==> config.mk <==
export PLATFORM = sky130hd
export DESIGN_NAME = fu_issue_ctrl
export DESIGN_NICKNAME = d
export VERILOG_FILES = /design/src/rtl/fu_issue_ctrl.sv
export SDC_FILE = /design/constraint.sdc
export NUM_CORES = 1
export LEC_CHECK = 0
export BUFFER_PORTS_ARGS = -buffer_cell sky130_fd_sc_hd__buf_4
export CELL_PAD_IN_SITES_DETAIL_PLACEMENT = 0
export CELL_PAD_IN_SITES_GLOBAL_PLACEMENT = 1
export CORE_ASPECT_RATIO = 0.75
export CORE_MARGIN = 4
export CORE_UTILIZATION = 42
export CTS_CLUSTER_DIAMETER = 50
export DETAILED_ROUTE_END_ITERATION = 8
export PLACE_DENSITY = 0.85
export SETUP_SLACK_MARGIN = 0.1
export SYNTH_ARGS = -nofsm -noshare
export SYNTH_HDL_FRONTEND = slang
export SYNTH_SLANG_ARGS = --single-unit
==> constraint.sdc <==
create_clock -name clock -period 6.1 [get_ports clock]
set_clock_uncertainty 0.05 [all_clocks]
set_input_delay 0.915 -clock clock [delete_from_list [all_inputs] [get_ports clock]]
set_output_delay 0.915 -clock clock [all_outputs]
set_load 0.01 [all_outputs]
==> src/rtl/fu_issue_ctrl.sv <==
// fu_issue_ctrl: per-lane execution occupancy tracking and CDB
// write-back slot arbitration between finished lanes and the load unit.
module fu_issue_ctrl #(
    parameter int WAYS    = 2,
    parameter int PRF     = 64,
    parameter int MAX_LAT = 4,
    localparam int PRF_W  = $clog2(PRF),
    localparam int LAT_W  = $clog2(MAX_LAT + 1),
    localparam int SRC_W  = $clog2(WAYS + 1),
    localparam int RR_W   = (WAYS > 1) ? $clog2(WAYS) : 1
) (
    input  logic                  clock,
    input  logic                  reset,
    input  logic                  squash,
    input  logic [WAYS-1:0]       issue_valid,
    input  logic [WAYS*LAT_W-1:0] issue_latency,
    input  logic [WAYS*PRF_W-1:0] issue_prf_idx,
    input  logic                  ext_req,
    input  logic [PRF_W-1:0]      ext_prf_idx,
    output logic                  ext_gnt,
    output logic [WAYS-1:0]       fu_occupied,
    output logic [WAYS-1:0]       cdb_valid,
    output logic [WAYS*PRF_W-1:0] cdb_prf_idx,
    output logic [WAYS*SRC_W-1:0] cdb_src,
    output logic                  protocol_err
);
    typedef enum logic [1:0] {
        IDLE,
        BUSY,
        WAIT
    } lane_st_e;

    lane_st_e         state_q [WAYS];
    lane_st_e         state_d [WAYS];
    logic [LAT_W-1:0] cnt_q   [WAYS];
    logic [LAT_W-1:0] cnt_d   [WAYS];
    logic [PRF_W-1:0] prf_q   [WAYS];
    logic [PRF_W-1:0] prf_d   [WAYS];
    logic [RR_W-1:0]  rr_ptr;
    logic [RR_W-1:0]  rr_d;
    logic             err_q;
    logic             err_d;
    logic [WAYS-1:0]  lane_req;
    logic [WAYS-1:0]  lane_gnt;
    logic [WAYS-1:0]  occ;

    // Lane requests come only from registered state; squash mutes them.
    always_comb begin
        lane_req = '0;
        for (int i = 0; i < WAYS; i++) begin
            lane_req[i] = (state_q[i] == WAIT) && !squash;
        end
    end

    // Slot 0 to the load unit first, then waiting lanes round-robin, packed LSB-first.
    always_comb begin
        int slot;
        int lane;
        int last;
        logic any;
        slot        = 0;
        lane        = 0;
        last        = 0;
        any         = 1'b0;
        lane_gnt    = '0;
        ext_gnt     = 1'b0;
        cdb_valid   = '0;
        cdb_prf_idx = '0;
        cdb_src     = '0;
        if (!reset) begin
            if (ext_req) begin
                ext_gnt                  = 1'b1;
                cdb_valid[0]             = 1'b1;
                cdb_prf_idx[PRF_W-1:0]   = ext_prf_idx;
                cdb_src[SRC_W-1:0]       = SRC_W'(WAYS);
                slot                     = 1;
            end
            for (int k = 0; k < WAYS; k++) begin
                lane = (int'(rr_ptr) + k) % WAYS;
                if (lane_req[lane] && slot < WAYS) begin
                    lane_gnt[lane]                   = 1'b1;
                    cdb_valid[slot]                  = 1'b1;
                    cdb_prf_idx[slot*PRF_W +: PRF_W] = prf_q[lane];
                    cdb_src[slot*SRC_W +: SRC_W]     = SRC_W'(lane);
                    slot                             = slot + 1;
                    last                             = lane;
                    any                              = 1'b1;
                end
            end
        end
        rr_d = any ? RR_W'((last + 1) % WAYS) : rr_ptr;
    end

    // A lane is free when idle or when its result leaves on the CDB this cycle.
    always_comb begin
        occ = '0;
        for (int i = 0; i < WAYS; i++) begin
            occ[i] = (state_q[i] == BUSY) ||
                     ((state_q[i] == WAIT) && !lane_gnt[i]);
        end
        fu_occupied  = reset ? '1 : occ;
        protocol_err = err_q && !reset;
    end

    // Per-lane next state: squash, then accepted issue, then countdown/write-back.
    always_comb begin
        logic [LAT_W-1:0] lat;
        lat   = '0;
        err_d = !squash && (|(issue_valid & occ));
        for (int i = 0; i < WAYS; i++) begin
            state_d[i] = state_q[i];
            cnt_d[i]   = cnt_q[i];
            prf_d[i]   = prf_q[i];
            lat        = issue_latency[i*LAT_W +: LAT_W];
            if (lat == '0) begin
                lat = LAT_W'(1);
            end else if (lat > LAT_W'(MAX_LAT)) begin
                lat = LAT_W'(MAX_LAT);
            end
            if (squash) begin
                state_d[i] = IDLE;
                cnt_d[i]   = '0;
            end else if (issue_valid[i] && !occ[i]) begin
                prf_d[i] = issue_prf_idx[i*PRF_W +: PRF_W];
                if (lat == LAT_W'(1)) begin
                    state_d[i] = WAIT;
                    cnt_d[i]   = '0;
                end else begin
                    state_d[i] = BUSY;
                    cnt_d[i]   = lat - LAT_W'(2);
                end
            end else begin
                unique case (state_q[i])
                    BUSY: begin
                        if (cnt_q[i] == '0) begin
                            state_d[i] = WAIT;
                        end else begin
                            cnt_d[i] = cnt_q[i] - LAT_W'(1);
                        end
                    end
                    WAIT: begin
                        if (lane_gnt[i]) begin
                            state_d[i] = IDLE;
                        end
                    end
                    default: begin
                    end
                endcase
            end
        end
    end

    // State registers; reset drops every pending result.
    always_ff @(posedge clock) begin
        if (reset) begin
            for (int i = 0; i < WAYS; i++) begin
                state_q[i] <= IDLE;
                cnt_q[i]   <= '0;
                prf_q[i]   <= '0;
            end
            rr_ptr <= '0;
            err_q  <= 1'b0;
        end else begin
            for (int i = 0; i < WAYS; i++) begin
                state_q[i] <= state_d[i];
                cnt_q[i]   <= cnt_d[i];
                prf_q[i]   <= prf_d[i];
            end
            rr_ptr <= rr_d;
            err_q  <= err_d;
        end
    end

endmodule

==> out/summary.txt <==
Crit-path slowest cell: dfxtp_1
drt total wl: 5150 um
CP endpoint kind: output pin
mux contribution to synthesized area: 10.6%
part of the power in registers: 47.5%
htree depth: 1
post-synthesis simple-gate area fraction: 25.0%
final number of setup-violating endpoints: 0
vias in the first global route: 1823
GRT Util Overall: 17.0%
Core Area: 4870 um2
Net Sw Power: 124 uW
PwrDens: 162 nW/um2
combinational share of power: 26.5%
Total Die Area: 6240 um2
CP cell instances: mux2i_1 > nor2_1 > inv_1 > ha_1 > or3b_2 > nor4_1 > nand3_1 > a21oi_1 > buf_4
XOR/XNOR share of the synthesized area: 1.66%
sequential-to-total area share from yosys stat: 29.4%
Synth async-reset ratio: 0%
# clock sinks: 25
Mapped Cells: 261
CTS tree: yes
hpwl dp: 3980 um
Compound-Gate Fraction of Synth Area: 18.9%
CTS clk-pin slew, worst paths: 0.09 ns
Mapped Avg Cell Area: 8.09 um2
Setup CP Type: flip-flop to output pin
Die Y: 69.4 um
Sw Share: 30.4%
worst rel slew slack: 18.8%
Routed Antenna Nets: 0
first-pass GRT wire length: 9000 um
Via density: 5.39
yosys warns: 0
total gr overflow: 0
post-CTS setup buffers: 0
CTS root buf: clkbuf_8
Worst Path Max Fanout: 20
Antenna diodes: 0
clock tree buffer depth: 2
Post-Synth Adder-Cell Area: 7.11%
Tmin final: 4.67 ns
Starting Density: 43.3%
gp weighted congestion: 0.802
post-cts sizing count: 0
fraction of layout cells with a size suffix above 1: 23.8%
antenna violations before repair: 0
Peak Freq: 214 MHz
DP Cell Count: 350
worst slew pin tran: 1.21 ns
VDD IR max: 0.135 mV
Syn Nets: 303
Max Slew Vio Count: 0
Worst-Skew Late Latency: 0.27 ns
outcome: finished, final reports clean
crit-path max cell delay: 0.82 ns
Nets: 337
Area growth, synth to finish: 19.2%
ys flop type: dfxtp_1
Int Pwr: 284 uW
EDFF count, synth: 12
Unique masters post-synth: 54
Critical Path RT: 5.13 ns
WP data arrival: 3.71 ns
number of I/O port buffers: 50
RSZ-0062 raised after global routing: no
vias: 1908
Final Core Density: 51.7%
Tcrit/Tclk final: 76.6%
I/O pin count: 52
pin count of the biggest net entering global routing: 28
DRC viols: 0
clock network power share: 26.0%
#FFs+latches synth: 25
Power Total: 408 uW
Max-cap violations: 0
WL/cell: 14.5 um
row cnt: 22
Pleak: 1.01 nW
type of the most critical hold path: flip-flop to flip-flop
TritonCTS Buffers: 3
Starting DRT DRC Count: 130
Critical Path Source Type: flip-flop
Synth Cell Area: 2110 um2
non-filler cells, final: 354
Hold Fails Final Rpt: 0
largest family of logic cells by synthesized area: simple AND/OR/NAND/NOR gates
CTS hold repair buffers: 0
first-pass iteration count of the detailed router: 4
setup_tns: 0 ns
Die X-Extent: 89.9 um
## metrics by stage
step           area [um2]  hold WS [ns]  setup slack [ns]
2_1_floorplan        2110         0.409              1.97
3_3_place_gp         2470         0.430              1.84
3_5_place_dp         2470         0.429              1.75
4_1_cts              2520         0.445              1.44
5_1_grt              2520         0.488             0.967
6_report             2520         0.440              1.43
## per-layer routing
metal / vias up / global-route usage (%) / wire (um)
met5: - / 0 / 0
met3: 2 / 4.12 / 340
li1: 997 / - / -
met2: 60 / 23.8 / 2090
met1: 849 / 26.4 / 2700
met4: 0 / 2.55 / 17
## area by class of cell
class | count | area (um2)
inverter | 15 | 56.3
tap | 60 | 75.1
clock inverter | 1 | 8.76
clock buffer | 3 | 41.3
fill | 485 | 2350
sequential | 25 | 621
timing repair buffer | 50 | 375
multi-input combinational | 200 | 1340
## worst paths after layout
check	to	slack [ns]	from	depth (start not counted)
setup / recovery	cdb_prf_idx[11]	1.43	rr_ptr	9
setup reg to reg	prf_q[0][1]	2.79	rr_ptr	7
hold reg to reg	state_q[0][0]	0.44	state_q[0][0]	2
hold / removal	state_q[0][0]	0.44	state_q[0][0]	2
## registers in the layout, indices dropped and copies added, names as in the netlist, named ones only
signal	cells
rr_ptr	1
cnt_q	6
state_q	4
err_q	1
prf_q	12
## power by group through the flow
stage | clock network [mW] | registers (mW) | logic (mW)
2_1_floorplan | 0 | 0.194 | 0.0738
3_3_place_gp | 0 | 0.197 | 0.107
3_5_place_dp | 0 | 0.198 | 0.107
4_1_cts | 0.109 | 0.194 | 0.108
5_1_grt | 0.115 | 0.196 | 0.122
6_report | 0.106 | 0.194 | 0.108
## cells in the mapped netlist (9+ instances only)
library cell	count	share of area, %
nor2_1	32	5.7
nand2_1	27	4.8
a21oi_1	16	3.8
inv_1	15	2.7
clkbuf_1	14	2.5
dfxtp_1	13	12
edfxtp_1	12	17
ha_1	12	7.1
mux2i_1	10	4.7
mux2_2	9	4.8
nand2b_1	9	2.7
nor3_1	9	2.1
## kinds of logic (layout without fill, tap and decap cells)
| logic type | Yosys count | count (layout) |
|---|---|---|
| AOI/OAI and AO/OA | 55 | 55 |
| xor gates and xnor gates | 4 | 4 |
| adders and majority gates | 12 | 12 |
| buffers and inverters | 36 | 69 |
| DFF | 25 | 25 |
| muxes | 20 | 20 |
| other | 1 | 1 |
| and+or+nand+nor | 108 | 108 |
## placed cells by master (no fill, tap or decap), types with 3 or more instances in the layout
master     n
a221oi_1   5
nor2b_1    7
dfxtp_1   13
buf_4     50
edfxtp_1  12
inv_1     15
or3_1      4
ha_1      12
nand3b_1   4
a211oi_1   3
nand3_1    5
xnor2_1    3
o21ai_0    4
clkbuf_8   3
nor3_1     9
mux2_2     9
nor2_1    32
mux2i_1   10
a21oi_1   16
a32oi_1    4
nand2_1   27
nand2b_1   9
## critical path, delay by kind of cell, from the launching register on
| kind | cells | cell delay (ns) |
|---|---|---|
| compound gates | 1 | 0.21 |
| fa+ha+maj | 1 | 0.45 |
| buf+inv | 2 | 0.27 |
| flops | 1 | 0.82 |
| mux | 1 | 0.23 |
| simple gates | 4 | 1.45 |
(Power assumes the default switching activity.)
